### src/rtl/obi_rr_arbiter.sv
// Round-robin arbiter sharing one OBI subordinate between NUM_REQ managers.
// Selection and grant are combinational; a lock holds an ungranted A-phase
// stable, and an in-order ID FIFO steers each response to its issuer.
module obi_rr_arbiter #(
    parameter int NUM_REQ         = 4,
    parameter int ADDR_WIDTH      = 32,
    parameter int DATA_WIDTH      = 32,
    parameter int MAX_OUTSTANDING = 2
) (
    input  logic                                  clk_i,
    input  logic                                  reset_ni,
    input  logic [NUM_REQ-1:0]                    req_i,
    output logic [NUM_REQ-1:0]                    gnt_o,
    input  logic [NUM_REQ*ADDR_WIDTH-1:0]         addr_i,
    input  logic [NUM_REQ-1:0]                    we_i,
    input  logic [NUM_REQ*DATA_WIDTH/8-1:0]       be_i,
    input  logic [NUM_REQ*DATA_WIDTH-1:0]         wdata_i,
    output logic [NUM_REQ-1:0]                    rvalid_o,
    input  logic [NUM_REQ-1:0]                    rready_i,
    output logic [DATA_WIDTH-1:0]                 rdata_o,
    output logic                                  err_o,
    output logic                                  obi_req_o,
    input  logic                                  obi_gnt_i,
    output logic [ADDR_WIDTH-1:0]                 obi_addr_o,
    output logic                                  obi_we_o,
    output logic [DATA_WIDTH/8-1:0]               obi_be_o,
    output logic [DATA_WIDTH-1:0]                 obi_wdata_o,
    input  logic                                  obi_rvalid_i,
    output logic                                  obi_rready_o,
    input  logic [DATA_WIDTH-1:0]                 obi_rdata_i,
    input  logic                                  obi_err_i,
    output logic [$clog2(MAX_OUTSTANDING+1)-1:0]  outstanding_o,
    output logic                                  protocol_err_o
);

    localparam int IDX_W = $clog2(NUM_REQ);
    localparam int PTR_W = (MAX_OUTSTANDING > 1) ? $clog2(MAX_OUTSTANDING) : 1;
    localparam int CNT_W = $clog2(MAX_OUTSTANDING + 1);
    localparam int BE_W  = DATA_WIDTH / 8;

    logic [IDX_W-1:0] rr_ptr_r;
    logic             lock_valid_r;
    logic [IDX_W-1:0] lock_idx_r;
    logic [IDX_W-1:0] fifo_mem_r [MAX_OUTSTANDING];
    logic [PTR_W-1:0] rd_ptr_r;
    logic [PTR_W-1:0] wr_ptr_r;
    logic [CNT_W-1:0] count_r;
    logic             protocol_err_r;

    logic [IDX_W-1:0]   sel_s;
    logic               any_req_s;
    logic               full_s;
    logic               empty_s;
    logic               obi_req_s;
    logic               hs_s;
    logic [IDX_W-1:0]   head_s;
    logic               obi_rready_s;
    logic               pop_s;
    logic [NUM_REQ-1:0] gnt_s;
    logic [NUM_REQ-1:0] rvalid_s;

    // Pointer increment with wrap at the FIFO depth.
    function automatic logic [PTR_W-1:0] ptr_inc(input logic [PTR_W-1:0] p);
        if (p == PTR_W'(MAX_OUTSTANDING - 1)) begin
            return PTR_W'(0);
        end else begin
            return p + PTR_W'(1);
        end
    endfunction

    // Round-robin pick: scan from rr_ptr upward; the held lock overrides it.
    always_comb begin
        logic [IDX_W-1:0] cand_v;
        cand_v = IDX_W'(0);
        sel_s  = rr_ptr_r;
        for (int k = NUM_REQ - 1; k >= 0; k--) begin
            cand_v = IDX_W'((int'(rr_ptr_r) + k) % NUM_REQ);
            if (req_i[cand_v]) begin
                sel_s = cand_v;
            end else begin
                sel_s = sel_s;
            end
        end
        if (lock_valid_r) begin
            sel_s = lock_idx_r;
        end else begin
            sel_s = sel_s;
        end
    end

    assign any_req_s    = lock_valid_r || (req_i != {NUM_REQ{1'b0}});
    assign full_s       = (count_r == CNT_W'(MAX_OUTSTANDING));
    assign empty_s      = (count_r == CNT_W'(0));
    assign obi_req_s    = any_req_s && !full_s;
    assign hs_s         = obi_req_s && obi_gnt_i;
    assign head_s       = fifo_mem_r[rd_ptr_r];
    assign obi_rready_s = !empty_s && rready_i[head_s];
    assign pop_s        = obi_rvalid_i && obi_rready_s;

    // A-channel payload mux and one-hot grant for the selected requester.
    always_comb begin
        obi_addr_o  = {ADDR_WIDTH{1'b0}};
        obi_we_o    = 1'b0;
        obi_be_o    = {BE_W{1'b0}};
        obi_wdata_o = {DATA_WIDTH{1'b0}};
        gnt_s       = {NUM_REQ{1'b0}};
        for (int i = 0; i < NUM_REQ; i++) begin
            if (sel_s == IDX_W'(i)) begin
                obi_addr_o  = addr_i[i*ADDR_WIDTH +: ADDR_WIDTH];
                obi_we_o    = we_i[i];
                obi_be_o    = be_i[i*BE_W +: BE_W];
                obi_wdata_o = wdata_i[i*DATA_WIDTH +: DATA_WIDTH];
                gnt_s[i]    = hs_s;
            end else begin
                gnt_s[i] = 1'b0;
            end
        end
    end

    // Route the response valid to the requester at the FIFO head.
    always_comb begin
        rvalid_s = {NUM_REQ{1'b0}};
        for (int i = 0; i < NUM_REQ; i++) begin
            if (!empty_s && (head_s == IDX_W'(i))) begin
                rvalid_s[i] = obi_rvalid_i;
            end else begin
                rvalid_s[i] = 1'b0;
            end
        end
    end

    // Control outputs are held low for as long as reset is asserted.
    assign obi_req_o      = reset_ni && obi_req_s;
    assign gnt_o          = {NUM_REQ{reset_ni}} & gnt_s;
    assign rvalid_o       = {NUM_REQ{reset_ni}} & rvalid_s;
    assign obi_rready_o   = reset_ni && obi_rready_s;
    assign outstanding_o  = {CNT_W{reset_ni}} & count_r;
    assign protocol_err_o = reset_ni && protocol_err_r;
    assign rdata_o        = obi_rdata_i;
    assign err_o          = obi_err_i;

    // Advance round-robin priority on a handshake; hold an ungranted request.
    always_ff @(posedge clk_i or negedge reset_ni) begin
        if (!reset_ni) begin
            rr_ptr_r     <= IDX_W'(0);
            lock_valid_r <= 1'b0;
            lock_idx_r   <= IDX_W'(0);
        end else if (hs_s) begin
            rr_ptr_r     <= (sel_s == IDX_W'(NUM_REQ - 1)) ? IDX_W'(0) : sel_s + IDX_W'(1);
            lock_valid_r <= 1'b0;
        end else if (obi_req_s) begin
            lock_valid_r <= 1'b1;
            lock_idx_r   <= sel_s;
        end else begin
            lock_valid_r <= lock_valid_r;
        end
    end

    // In-order ID FIFO: push granted index, pop on response handshake.
    always_ff @(posedge clk_i or negedge reset_ni) begin
        if (!reset_ni) begin
            for (int i = 0; i < MAX_OUTSTANDING; i++) begin
                fifo_mem_r[i] <= IDX_W'(0);
            end
            rd_ptr_r <= PTR_W'(0);
            wr_ptr_r <= PTR_W'(0);
            count_r  <= CNT_W'(0);
        end else begin
            if (hs_s) begin
                fifo_mem_r[wr_ptr_r] <= sel_s;
                wr_ptr_r             <= ptr_inc(wr_ptr_r);
            end
            if (pop_s) begin
                rd_ptr_r <= ptr_inc(rd_ptr_r);
            end
            case ({hs_s, pop_s})
                2'b10:   count_r <= count_r + CNT_W'(1);
                2'b01:   count_r <= count_r - CNT_W'(1);
                default: count_r <= count_r;
            endcase
        end
    end

    // Sticky flag for a response arriving with no transaction outstanding.
    always_ff @(posedge clk_i or negedge reset_ni) begin
        if (!reset_ni) begin
            protocol_err_r <= 1'b0;
        end else if (obi_rvalid_i && empty_s) begin
            protocol_err_r <= 1'b1;
        end else begin
            protocol_err_r <= protocol_err_r;
        end
    end

endmodule

### config.mk
export PLATFORM = sky130hd
export DESIGN_NAME = obi_rr_arbiter
export DESIGN_NICKNAME = d
export VERILOG_FILES = /design/src/rtl/obi_rr_arbiter.sv
export SDC_FILE = /design/constraint.sdc
export NUM_CORES = 1
export LEC_CHECK = 0
export ABC_AREA = 1
export BUFFER_PORTS_ARGS = -buffer_cell sky130_fd_sc_hd__buf_4
export CAP_MARGIN = 5
export CELL_PAD_IN_SITES_DETAIL_PLACEMENT = 2
export CELL_PAD_IN_SITES_GLOBAL_PLACEMENT = 2
export CORE_AREA = 2 2 171 173
export DETAILED_ROUTE_END_ITERATION = 7
export DIE_AREA = 0 0 173 175
export PLACE_DENSITY = 0.81
export SLEW_MARGIN = 10
export SYNTH_ARGS = -nofsm -noshare
export SYNTH_HDL_FRONTEND = slang
export SYNTH_SLANG_ARGS = --single-unit
export TNS_END_PERCENT = 30
### constraint.sdc
create_clock -name clk_i -period 2.8 [get_ports clk_i]
set_clock_uncertainty 0.1 [all_clocks]
set_input_delay 0.28 -clock clk_i [delete_from_list [all_inputs] [get_ports clk_i]]
set_output_delay 0.28 -clock clk_i [all_outputs]
set_load 0.03 [all_outputs]
* Yosys cells after proc, flatten, opt, wreduce, memory -nomap -nowiden
Index checks and enable logic that the tools add are counted.
** Word-level totals
- Bits in registers :: 14
- Bits in latches :: 0
- Bits in writable memories :: 0
- ROM bits :: 0
- Logic and storage cells :: 114
- Memories :: 0
** Cells by class
- Add/subtract/negate cells :: 8
- Multiply operators :: 0
- Divide/modulo/power cells :: 0
- Magnitude comparators :: 8
- Eq/ne operators :: 9
- Shifts and indexed selects :: 0
- Muxes and demuxes :: 51
- Bitwise gates (word level) :: 6
- Reductions and logical operators :: 23
** Operators by type and width (number)
- $mux 32 :: 8
- $mux 1 :: 21
- $mux 2 :: 10
- $mux 4 :: 4
- $lt 2x3->1 const B :: 5
- $logic_and 1x1->1 :: 13
- $eq 2x2->1 const B :: 6
- $bmux 1 s2 :: 5
- $and 4x4->4 :: 2
- $add 2x1->2 const B :: 3
- $eq 2x1->1 const B :: 3
- $logic_not 2->1 :: 3
- $add 2x2->2 const B :: 2
- $bwmux 4 :: 1
- $ge 2x2->1 const B :: 2
- $not 1->2 :: 2
- $pmux 2 s2 :: 1
- $reduce_bool 2->1 :: 2
- $reduce_bool 4->1 :: 1
- $add 1x1->1 const B :: 2
- $and 2x2->2 :: 1
- $demux 2 s1 :: 1
- $logic_not 1->1 :: 2
- $lt 2x1->1 const B :: 1
- other kinds (4) :: 4

* Longest topological paths before layout
- Word-level depth :: 13
- Mapped depth :: 20
- Mapped depth without buffers :: 17

* Worst setup path after synthesis
OpenSTA, ideal clock, no wires.
- Path type :: reg-to-output
- Start :: reg rr_ptr_r[0]
- End :: out obi_addr_o[21]
- Arrival :: 2.851 ns
- Required time :: 2.420 ns
- Setup slack :: -0.431 ns
- Cell stages (with the launch flop) :: 21
- Path buffers :: 4
- Cells stage by stage :: dfrtp_1 -> buf_6 -> nand2_2 -> nand3_1 -> nand2_1 -> clkinv_1 -> nand2_2 -> nand2_2 -> nand2_1 -> nand2_1 -> nand2_1 -> nand2_2 -> nand2_4 -> inv_1 -> ha_1 -> buf_2 -> nor2_4 -> buf_4 -> buf_4 -> a221oi_1 -> o31ai_1
** On the way
- Longest elaborated chain between the ends :: 13
- Elaborated cells between the ends (all ways) :: 24
- Those cells by class :: 3 x add/sub; 3 x eq/ne; 17 x mux; 1 x reduce/logical
** RTL lines
- start: declaration :: line 41 : logic [IDX_W-1:0] rr_ptr_r;
- start signal: assignment :: line 149 : rr_ptr_r <= (sel_s == IDX_W'(NUM_REQ - 1)) ? IDX_W'(0) : sel_s + IDX_W'(1);
- $add 2x2->2 :: line 77 : cand_v = IDX_W'((int'(rr_ptr_r) + k) % NUM_REQ);
- $bmux 1 s2 :: line 78 : if (req_i[cand_v]) begin
- $mux 1 (not written as such) :: line 78
- $mux 2 (3 in series) :: line 78
- $mux 2 (*) :: line 78
- $mux 2 (*) :: line 84 : if (lock_valid_r) begin
- via sel_s[0] :: line 50 : logic [IDX_W-1:0] sel_s;
- $logic_not 2->1 :: line 108 : if (sel_s == IDX_W'(i)) begin
- $mux 32 (3 in series) :: line 108
- $mux 32 (*) :: line 108
- end: declaration :: line 24 : output logic [ADDR_WIDTH-1:0] obi_addr_o,
Mark *: on every way through the listed nets, which the timed path passes. The rest lies on a longest branch. The select of a mux whose other input is x is not followed.

* Final worst setup path
- Start :: reg rr_ptr_r[0]
- End :: out obi_be_o[1]
** On the way
- Longest elaborated chain between the ends :: 13
- Elaborated cells between the ends (all ways) :: 24
- Those cells by class :: 3 x add/sub; 3 x eq/ne; 17 x mux; 1 x reduce/logical
** RTL lines
- $add 2x2->2 :: line 77
- $bmux 1 s2 :: line 78
- $mux 1 (not written as such) :: line 78
- $mux 2 (3 in series) :: line 78
- $mux 2 (*) :: line 78
- $mux 2 (*) :: line 84
- via sel_s[1] :: line 50
- $logic_not 2->1 :: line 108
- $mux 4 (3 in series) :: line 108
- $mux 4 (*) :: line 108
- end: declaration :: line 26 : output logic [DATA_WIDTH/8-1:0] obi_be_o,
Marks and branches as above.

==> impl_metrics.ini <==
[placed_design]
post-dp-hpwl_um = 20700
place_area_mm2 = 0.00710
port_buffers = 369
place.gp.congestion = 0.896

[worst_setup_path]
critical-path-max-stage-delay_ps = 440
slowest_stage = dfrtp_2
crit_arrival_ps = 3010
crit_type = flop to output pin
reg2reg_depth = 14
worst_ep_required_time_ps = 2420
critPathBufInv = 9
critPathMostFrequentCell = nand2_1
rrSetupSlack_ps = 580
critPathCaptureType = output pin
reg2reg_to = count_r[1]
start_kind = flop
critPathTopFamily = buffers and inverters
regToRegStartpoint = rd_ptr_r
crit_path_max_fanout = 12
cp_cell_sequence = buf_6, nand2_2, o21ai_4, nand2_1, nand2_1, inv_2, nand3_1, nand2_1, nand2_1, nand3_2, nand2_4, buf_4, buf_4, buf_6, ha_4, buf_12, buf_12, buf_12, o31ai_2, buf_4

[final_layout]
area.growth.synth_to_final_pct = 180
finish.utilization = 0.312
seqCellArea_um2 = 353
multi_input_area_mm2 = 0.00340
nFillCells = 3249
final_nets = 1265
design_area_mm2 = 0.00884
drive_gt1_frac = 0.713

[detailed_routing]
routed_wl_um = 30100
ant_nets = 0
vias_per_cell = 4.44
remaining_drc_errors = 0
drtPass1Iterations = 4
drt_iter0_drc = 220
wl_per_cell_um = 22.8
via_count = 5874

[clocking]
cts_buffers = 3
htreeDepth = 1
clock_sinks = 14
clock_path_buffers = 2
clk_pin_slew_ps = 50
cts_root_buf = clkbuf_16
clk_latency_ps = 240
cts_tree = done

[grt]
gr-total-overflow = 0
grt_max_degree = 46
grt_pass1_wl_um = 38400
antenna_found_initial = 1
grt_pass1_vias = 6253
gr-usage-all-layers = 0.164

[timing]
tns_ps = -33060
rsz0062_at_grt = true
slew_viol_final = 0
worst_slew_pin_slew_ps = 419
relSlewSlack = 0.720
setup_viol = 72
finalWorstSetupSlack_ps = -592
fin_crit_sh = 1.21
fmax_mhz = 295
post-route-min-period_ps = 3390
final-hold-violation-count = 0

[floorplan]
die_area_mm2 = 0.0303
die_x_um = 173
start_util = 0.111
rows = 62
core_area_mm2 = 0.0284
ios = 436
dieHeight_um = 175

[yosys]
ys_ff_latch = 14
syn_nets = 847
synth.avg_cell_area_um2 = 6.06
synthCells = 521
yosys_warnings = 0
ys_seq_area_frac = 0.111
yosysUniqueCellTypes = 28
netlist_area_mm2 = 0.00316

[min_path]
hold_class = primary input to flop
whs_endpoint = protocol_err_r
min_delay_path_depth = 2
holdCritStartpoint = obi_rvalid_i

[job]
drv_cap = 0

[run_status]
status = finished, violations left
violations = negative setup slack
## what timing repair did
item / in CTS / in global routing
setup endpoints to repair: 73 / 73
cloned: 5 / 8
buffers inserted: 8 / 24
pin swaps: 8 / 31
hold buffers: 1 / 0
resized for setup: 61 / 134
hold endpoints to repair: 14 / 0
## metal layers
metal | up-vias | wire length, um | GRT usage
li1 | 2680 | - | -
met1 | 2889 | 11400 | 0.188
met2 | 262 | 16000 | 0.316
met3 | 43 | 1860 | 0.0331
met4 | 0 | 813 | 0.0258
met5 | - | 0 | 0
## layout by cell type (no fill, tap or decap), types with 6 or more instances in the layout
master,count
clkbuf_16,10
nand2_1,123
a221oi_4,6
o31ai_4,28
nand2_2,19
o31ai_2,41
a221oi_1,16
nand3_1,9
buf_6,44
inv_1,21
buf_4,409
dfrtp_1,12
buf_12,20
a221oi_2,47
nor2_1,72
buf_8,6
## state kept, by name, indices dropped and copies added, names as in the netlist
register and count:
rr_ptr_r 2, protocol_err_r 1, wr_ptr_r 1, fifo_mem_r 4, lock_idx_r 2, count_r 2, lock_valid_r 1, rd_ptr_r 1
## worst register-to-register path, stage by stage, from the launching register on
cell and delay, ps:
dfrtp_1 390, inv_1 110, nand2_1 70, nand2_1 160
inv_1 110, nand2_1 80, nand2_1 50, nand2_1 50
nand2_1 70, nand3_1 140, inv_1 60, ha_1 320
a21oi_1 120, o21ai_0 130, xnor2_1 140
## worst max-delay path by stage
stage,startpoint,end,cells after the start
floorplan,rr_ptr_r[0],obi_addr_o[0],17
global placement,rr_ptr_r[0],obi_addr_o[28],20
detailed placement,rr_ptr_r[0],obi_wdata_o[8],18
CTS,rr_ptr_r[0],obi_addr_o[17],20
global route,rr_ptr_r[0],obi_be_o[1],20
finish,rr_ptr_r[0],obi_be_o[1],20
## cell usage after synthesis
cell type  instances  share of area
a21o_1             1         0.0024
a21oi_1            1         0.0016
a221oi_1          69           0.19
buf_1              2         0.0024
buf_2              9          0.014
buf_4             35          0.083
buf_6              1         0.0036
clkbuf_1          32          0.038
clkinv_1           1         0.0012
dfrtp_1           14           0.11
ha_1               5          0.020
inv_1             25          0.030
inv_2              4         0.0048
nand2_1          136           0.16
nand2_2            8          0.016
nand2_4            1         0.0036
nand3_1           13          0.021
nand4_1            1         0.0020
nor2_1            75          0.089
nor2_4             2         0.0071
nor3_1             7          0.011
o21ai_0            4         0.0063
o21ai_1            1         0.0016
o21ai_2            1         0.0028
o31ai_1           69           0.16
or2_2              1         0.0020
xnor2_1            2         0.0056
xor2_1             1         0.0028
## per-stage QoR
stage,setup WS [ps],cells,hold slack [ps]
finish,-592,1323,162
global route,-742,1323,175
CTS,-523,1292,163
detailed placement,-337,1274,67.6
global placement,-218,1274,67.2
floorplan,-133,521,-116
## kinds of logic (layout without fill, tap and decap cells)
family          Yosys count  in the layout  synth area share
simple gates            244            244             0.313
flops                    14             14             0.111
fa+ha+maj                 5              5            0.0198
buf+inv                 109            526             0.177
compound gates          146            146             0.370
other cells               0              1                 0
xor+xnor                  3              3           0.00833
## final cells by class
type	count	area share
repair buffers	492	0.496
inverters	30	0.0153
well taps	384	0.0543
clock buffers	4	0.0100
multi-input cells	398	0.384
flip-flops and latches	14	0.0399
diodes	1	0.000283
Power is left out: the tool's default activity adds up to more than one toggle a clock period on the data nets, which glitch-free logic cannot reach.
